### config.mk
export PLATFORM = sky130hd
export DESIGN_NAME = rr_mux8_arbiter
export DESIGN_NICKNAME = d
export VERILOG_FILES = /design/src/rtl/rr_mux8_arbiter_pkg.sv /design/src/rtl/mux8.sv /design/src/rtl/rr_mux8_arbiter_pick8.sv /design/src/rtl/rr_mux8_arbiter.sv
export SDC_FILE = /design/constraint.sdc
export NUM_CORES = 1
export LEC_CHECK = 0
export BUFFER_PORTS_ARGS = -buffer_cell sky130_fd_sc_hd__buf_2
export CAP_MARGIN = 20
export CORE_MARGIN = 3
export CORE_UTILIZATION = 58
export CTS_CLUSTER_SIZE = 16
export DETAILED_ROUTE_END_ITERATION = 8
export GPL_ROUTABILITY_DRIVEN = 0
export PLACE_DENSITY_LB_ADDON = 0.12
export SETUP_SLACK_MARGIN = 0.3
export SLEW_MARGIN = 20
export SYNTH_ARGS = -nofsm -noshare
export SYNTH_HDL_FRONTEND = slang
export SYNTH_HIERARCHICAL = 1
export SYNTH_SLANG_ARGS = --single-unit
### constraint.sdc
create_clock -name clk -period 4 [get_ports clk]
set_input_delay 0.4 -clock clk [delete_from_list [all_inputs] [get_ports clk]]
set_output_delay 0.4 -clock clk [all_outputs]
set_load 0.03 [all_outputs]
### src/rtl/rr_mux8_arbiter_pkg.sv
// Shared constants, FSM state encoding and helpers for the rr_mux8_arbiter slice.
// Optional build macro used by this slice: ARB_LOCK_EN (adds the lock input to the top).
package rr_mux8_arbiter_pkg;

   localparam int N_REQ = 8;
   localparam int SEL_W = 3;

   typedef enum logic [1:0] {
      IDLE    = 2'd0,
      GRANT   = 2'd1,
      RELEASE = 2'd2
   } arb_state_e;

   function automatic logic [N_REQ-1:0] onehot_sel(input logic [SEL_W-1:0] idx);
      return N_REQ'(1) << idx;
   endfunction

endpackage

### src/rtl/mux8.sv
// Plain 8:1 one-bit multiplexer shared by the eight serial producers.
module mux8 (
   input  logic [7:0] d,
   input  logic [2:0] sel,
   output logic       y
);

   assign y = d[sel];

endmodule

### src/rtl/rr_mux8_arbiter_pick8.sv
// Rotating priority pick: lowest index at or above ptr (wrapping 7->0) whose request is set.
module rr_pick8
   import rr_mux8_arbiter_pkg::*;
(
   input  logic [N_REQ-1:0] req,
   input  logic [SEL_W-1:0] ptr,
   output logic [SEL_W-1:0] idx,
   output logic             any
);

   logic [SEL_W-1:0] cand;
   logic             found;

   always_comb begin
      idx   = '0;
      cand  = '0;
      found = 1'b0;
      for (int k = 0; k < N_REQ; k++) begin
         cand = ptr + SEL_W'(k);
         if (!found && req[cand]) begin
            idx   = cand;
            found = 1'b1;
         end
      end
      any = found;
   end

endmodule

### src/rtl/rr_mux8_arbiter.sv
// Round-robin owner of a shared 1-bit lane: bounded bursts, one dead cycle between owners.
// Build macro ARB_LOCK_EN adds a lock input that suspends the burst limit while granted.
module rr_mux8_arbiter
   import rr_mux8_arbiter_pkg::*;
#(
   parameter int BURST_LEN = 4,
   parameter int CNT_W     = 3
) (
   input  logic             clk,
   input  logic             reset,
   input  logic [N_REQ-1:0] req,
   input  logic [N_REQ-1:0] din,
`ifdef ARB_LOCK_EN
   input  logic             lock,
`endif
   output logic [N_REQ-1:0] gnt,
   output logic [SEL_W-1:0] sel,
   output logic             dout,
   output logic             valid,
   output logic             busy
);

   localparam logic [CNT_W-1:0] CNT_MAX = CNT_W'(BURST_LEN - 1);

   arb_state_e       state, state_n;
   logic [N_REQ-1:0] gnt_n;
   logic [SEL_W-1:0] sel_n;
   logic [SEL_W-1:0] ptr, ptr_n;
   logic [CNT_W-1:0] cnt, cnt_n;
   logic [SEL_W-1:0] pick_idx;
   logic             pick_any;
   logic             at_max;
   logic             limit_hit;

   rr_pick8 u_pick (
      .req (req),
      .ptr (ptr),
      .idx (pick_idx),
      .any (pick_any)
   );

   mux8 u_mux (
      .d   (din),
      .sel (sel),
      .y   (dout)
   );

   assign at_max = (cnt == CNT_MAX);

`ifdef ARB_LOCK_EN
   assign limit_hit = at_max && !lock;
`else
   assign limit_hit = at_max;
`endif

   always_ff @(posedge clk or posedge reset) begin
      if (reset) begin
         state <= IDLE;
         gnt   <= '0;
         sel   <= '0;
         ptr   <= '0;
         cnt   <= '0;
      end else begin
         state <= state_n;
         gnt   <= gnt_n;
         sel   <= sel_n;
         ptr   <= ptr_n;
         cnt   <= cnt_n;
      end
   end

   always_comb begin
      state_n = state;
      gnt_n   = gnt;
      sel_n   = sel;
      ptr_n   = ptr;
      cnt_n   = cnt;
      case (state)
         IDLE: begin
            if (pick_any) begin
               sel_n   = pick_idx;
               gnt_n   = onehot_sel(pick_idx);
               cnt_n   = '0;
               state_n = GRANT;
            end
         end
         GRANT: begin
            // Saturating count keeps a locked burst parked at the limit.
            cnt_n = at_max ? cnt : cnt + CNT_W'(1);
            if (!req[sel] || limit_hit) begin
               gnt_n   = '0;
               ptr_n   = sel + SEL_W'(1);
               state_n = RELEASE;
            end
         end
         RELEASE: begin
            // Select may only move here or in IDLE, while valid is low.
            if (pick_any) begin
               sel_n   = pick_idx;
               gnt_n   = onehot_sel(pick_idx);
               cnt_n   = '0;
               state_n = GRANT;
            end else begin
               state_n = IDLE;
            end
         end
         default: begin
            gnt_n   = '0;
            state_n = IDLE;
         end
      endcase
   end

   assign valid = (state == GRANT);
   assign busy  = (state != IDLE);

endmodule

==> results.yml <==
logic_synthesis:
  ys_ff_latch: 19
  synth_area_sq_um: 2110
  synth_area_per_cell_sq_um: 10.1
  synth_seq_area_share: 0.225
  synth_edf_count: 0
  yosysTopAreaCell: "dfrtp_1"
  synth.most_common_cell: "nand2_1"
  synthArstFlopShare: 1.00
  synth_area_leaders: "dfrtp_1 23%, mux4_2 12%, mux4_1 8.7%"
  yosysTopAreaCellShare: 0.225
  yosys_warnings: 6
  synth_nets: 233
  syn_inst: 210
  synth_cell_types: 61
  yosys_most_used_dff: "dfrtp_1"
  synth_common_cells: "24 x nand2_1, 19 x dfrtp_1, 19 x inv_1"
critical_path:
  cp_data_arrival_time_ps: 3650
  crit_type: "reg -> reg"
  max_stage_delay_ps: 570
  end_kind: "register"
  r2r_end: "gnt[1]"
  crit_chain: "inv_1 > ha_4 > mux4_2 > a21oi_1 > o311a_1 > o21ai_2 > o311ai_2 > nand2_1 > o21ai_2 > inv_1 > or4_1 > o21ai_0"
  crit_slowest_cell: "mux4_2"
  r2r-start: "ptr[1]"
  reg2reg_depth: 12
  critPathLaunch: "ptr[1]"
  crit_family: "compound AO/OA/AOI/OAI gates"
  reg2reg_slack_ps: 590
  start_kind: "register"
  crit_end: "gnt[1]"
  crit_cells: 12
  critPathRequiredTime_ps: 4240
  crit_fanout: 9
  critPathBufInv: 2
route:
  drt_iter0_markers: 166
  viasPerCell: 6.43
  routed_wl_microns: 4770
  ant_nets: 0
  post_drt_wl_per_cell_microns: 16.9
  vias: 1813
  drc: 0
  drtPass1Iterations: 4
final_layout:
  nFillCells: 284
  n_antenna_cell: 0
  drive_gt1_frac: 0.318
  syn_to_final_growth_pct: 9.24
  finalNetCount: 260
timing:
  tightestPinTransition_ps: 854
  fin_crit_ps: 3410
  rsz0062_at_grt: "no"
  max-slew-margin-rel: 0.431
  skew_ps: 1.68
  finalHoldViolCount: 0
  setup_viol: 0
  max_freq_mhz: 293
  min_period_over_period: 0.853
  fin_tns_setup_ps: 0
  slew_violations: 0
global_routing:
  grt_max_degree: 22
  grt_overflow: 0
  grt_pass1_vias: 1717
  antenna_found_initial: 0
  grt_pass1_wl_microns: 8250
  grt_util_all_layers: 0.240
clocking:
  cts_sinks: 19
  numCtsBuffers: 3
  clkTransAtPathRegs_ps: 110
  root_buffer: "clkbuf_4"
  cts_buffer_depth: 2
  htreeDepth: 1
  cts_tree: "yes"
  postCtsSetupBuffers: 0
  clk_latency_ps: 310
  cts_hold_buffers: 0
floorplanning:
  die_x_microns: 66.3
  placementRows: 21
  die-height_microns: 66.3
  ioPinCount: 32
  die_area_sq_um: 4400
  start_util: 0.618
  core_sq_um: 3420
run:
  drv_cap: 0
min_path:
  worstHoldPathType: "in -> async"
status:
  outcome: "completed"
placement:
  hpwl_microns: 3560
  io_buffers: 31
-- final cells by class --
class | instances | area [sq um] | share of cell area
inverters | 20 | 75.1 | 0.0325
clock inverters | 1 | 5.00 | 0.00217
multi-input cells | 159 | 1490 | 0.648
well taps | 46 | 57.6 | 0.0249
flip-flops and latches | 19 | 475 | 0.206
repair buffers | 34 | 178 | 0.0770
clock buffers | 3 | 22.5 | 0.00976
-- cell usage in the layout, fill, tap and decap left out, types with 2 or more instances in the layout --
cell type   n
buf_2      31
nand2_1    24
inv_1      19
dfrtp_1    19
nor2_1     13
mux4_2     11
mux2i_1     9
a21oi_1     9
o21ai_0     9
mux4_1      7
o32ai_1     4
mux2_4      4
mux2_2      4
nor2b_1     3
o22ai_1     3
xor2_1      3
ha_1        3
clkbuf_4    3
buf_4       3
and3_1      3
nand2b_1    2
nand3_1     2
o211ai_1    2
o311a_1     2
a2111oi_0   2
o21ai_2     2
a21o_1      2
nor4_1      2
a31oi_1     2
a22oi_1     2
-- per-layer routing --
| layer | GRT usage | routed length [microns] | share of wire |
|---|---|---|---|
| met5 | 0 | 0 | 0 |
| met4 | 0.0330 | 27 | 0.0057 |
| met3 | 0.0459 | 399 | 0.084 |
| met2 | 0.398 | 2360 | 0.50 |
| met1 | 0.334 | 1980 | 0.42 |
-- how the worst min path moves through the flow --
| stage | startpoint | endpoint | cells after the start |
|---|---|---|---|
| CTS | reset | sel[1] | 2 |
| detailed placement | cnt[0] | cnt[0] | 1 |
| finish | reset | gnt[5] | 2 |
| global placement | cnt[1] | cnt[1] | 1 |
| global route | reset | state[0] | 2 |
| floorplan | reset | cnt[0] | 1 |
-- cell families (layout without fill, tap and decap cells) --
family	count (synthesis)	count (layout)	share of synthesized area
fa+ha+maj	5	5	0.0296
flops	19	19	0.225
compound gates	54	54	0.203
xor+xnor	4	4	0.0166
simple gates	60	60	0.139
mux	36	36	0.307
buf+inv	32	58	0.0800
-- registers in the layout, indices dropped and copies added (netlist names) --
name and count:
cnt 3, ptr 3, sel 3, gnt 8, state 2
-- per-stage QoR --
step	hold slack (ps)	cells	utilization	area, sq um	setup slack (ps)
finish	182	282	0.675	2310	586
global route	253	282	0.675	2310	334
CTS	206	282	0.668	2280	310
detailed placement	492	278	0.660	2250	344
global placement	479	278	0.660	2250	570
floorplan	351	210	-	2110	374
-- repair_timing --
| action | in CTS | in global routing |
|---|---|---|
| endpoints found under the setup margin | 0 | 6 |
| hold endpoints to repair | 0 | 0 |
| resized for setup | 0 | 5 |
Power is left out: the tool's default activity adds up to more than one toggle a clock period on the data nets, which glitch-free logic cannot reach.
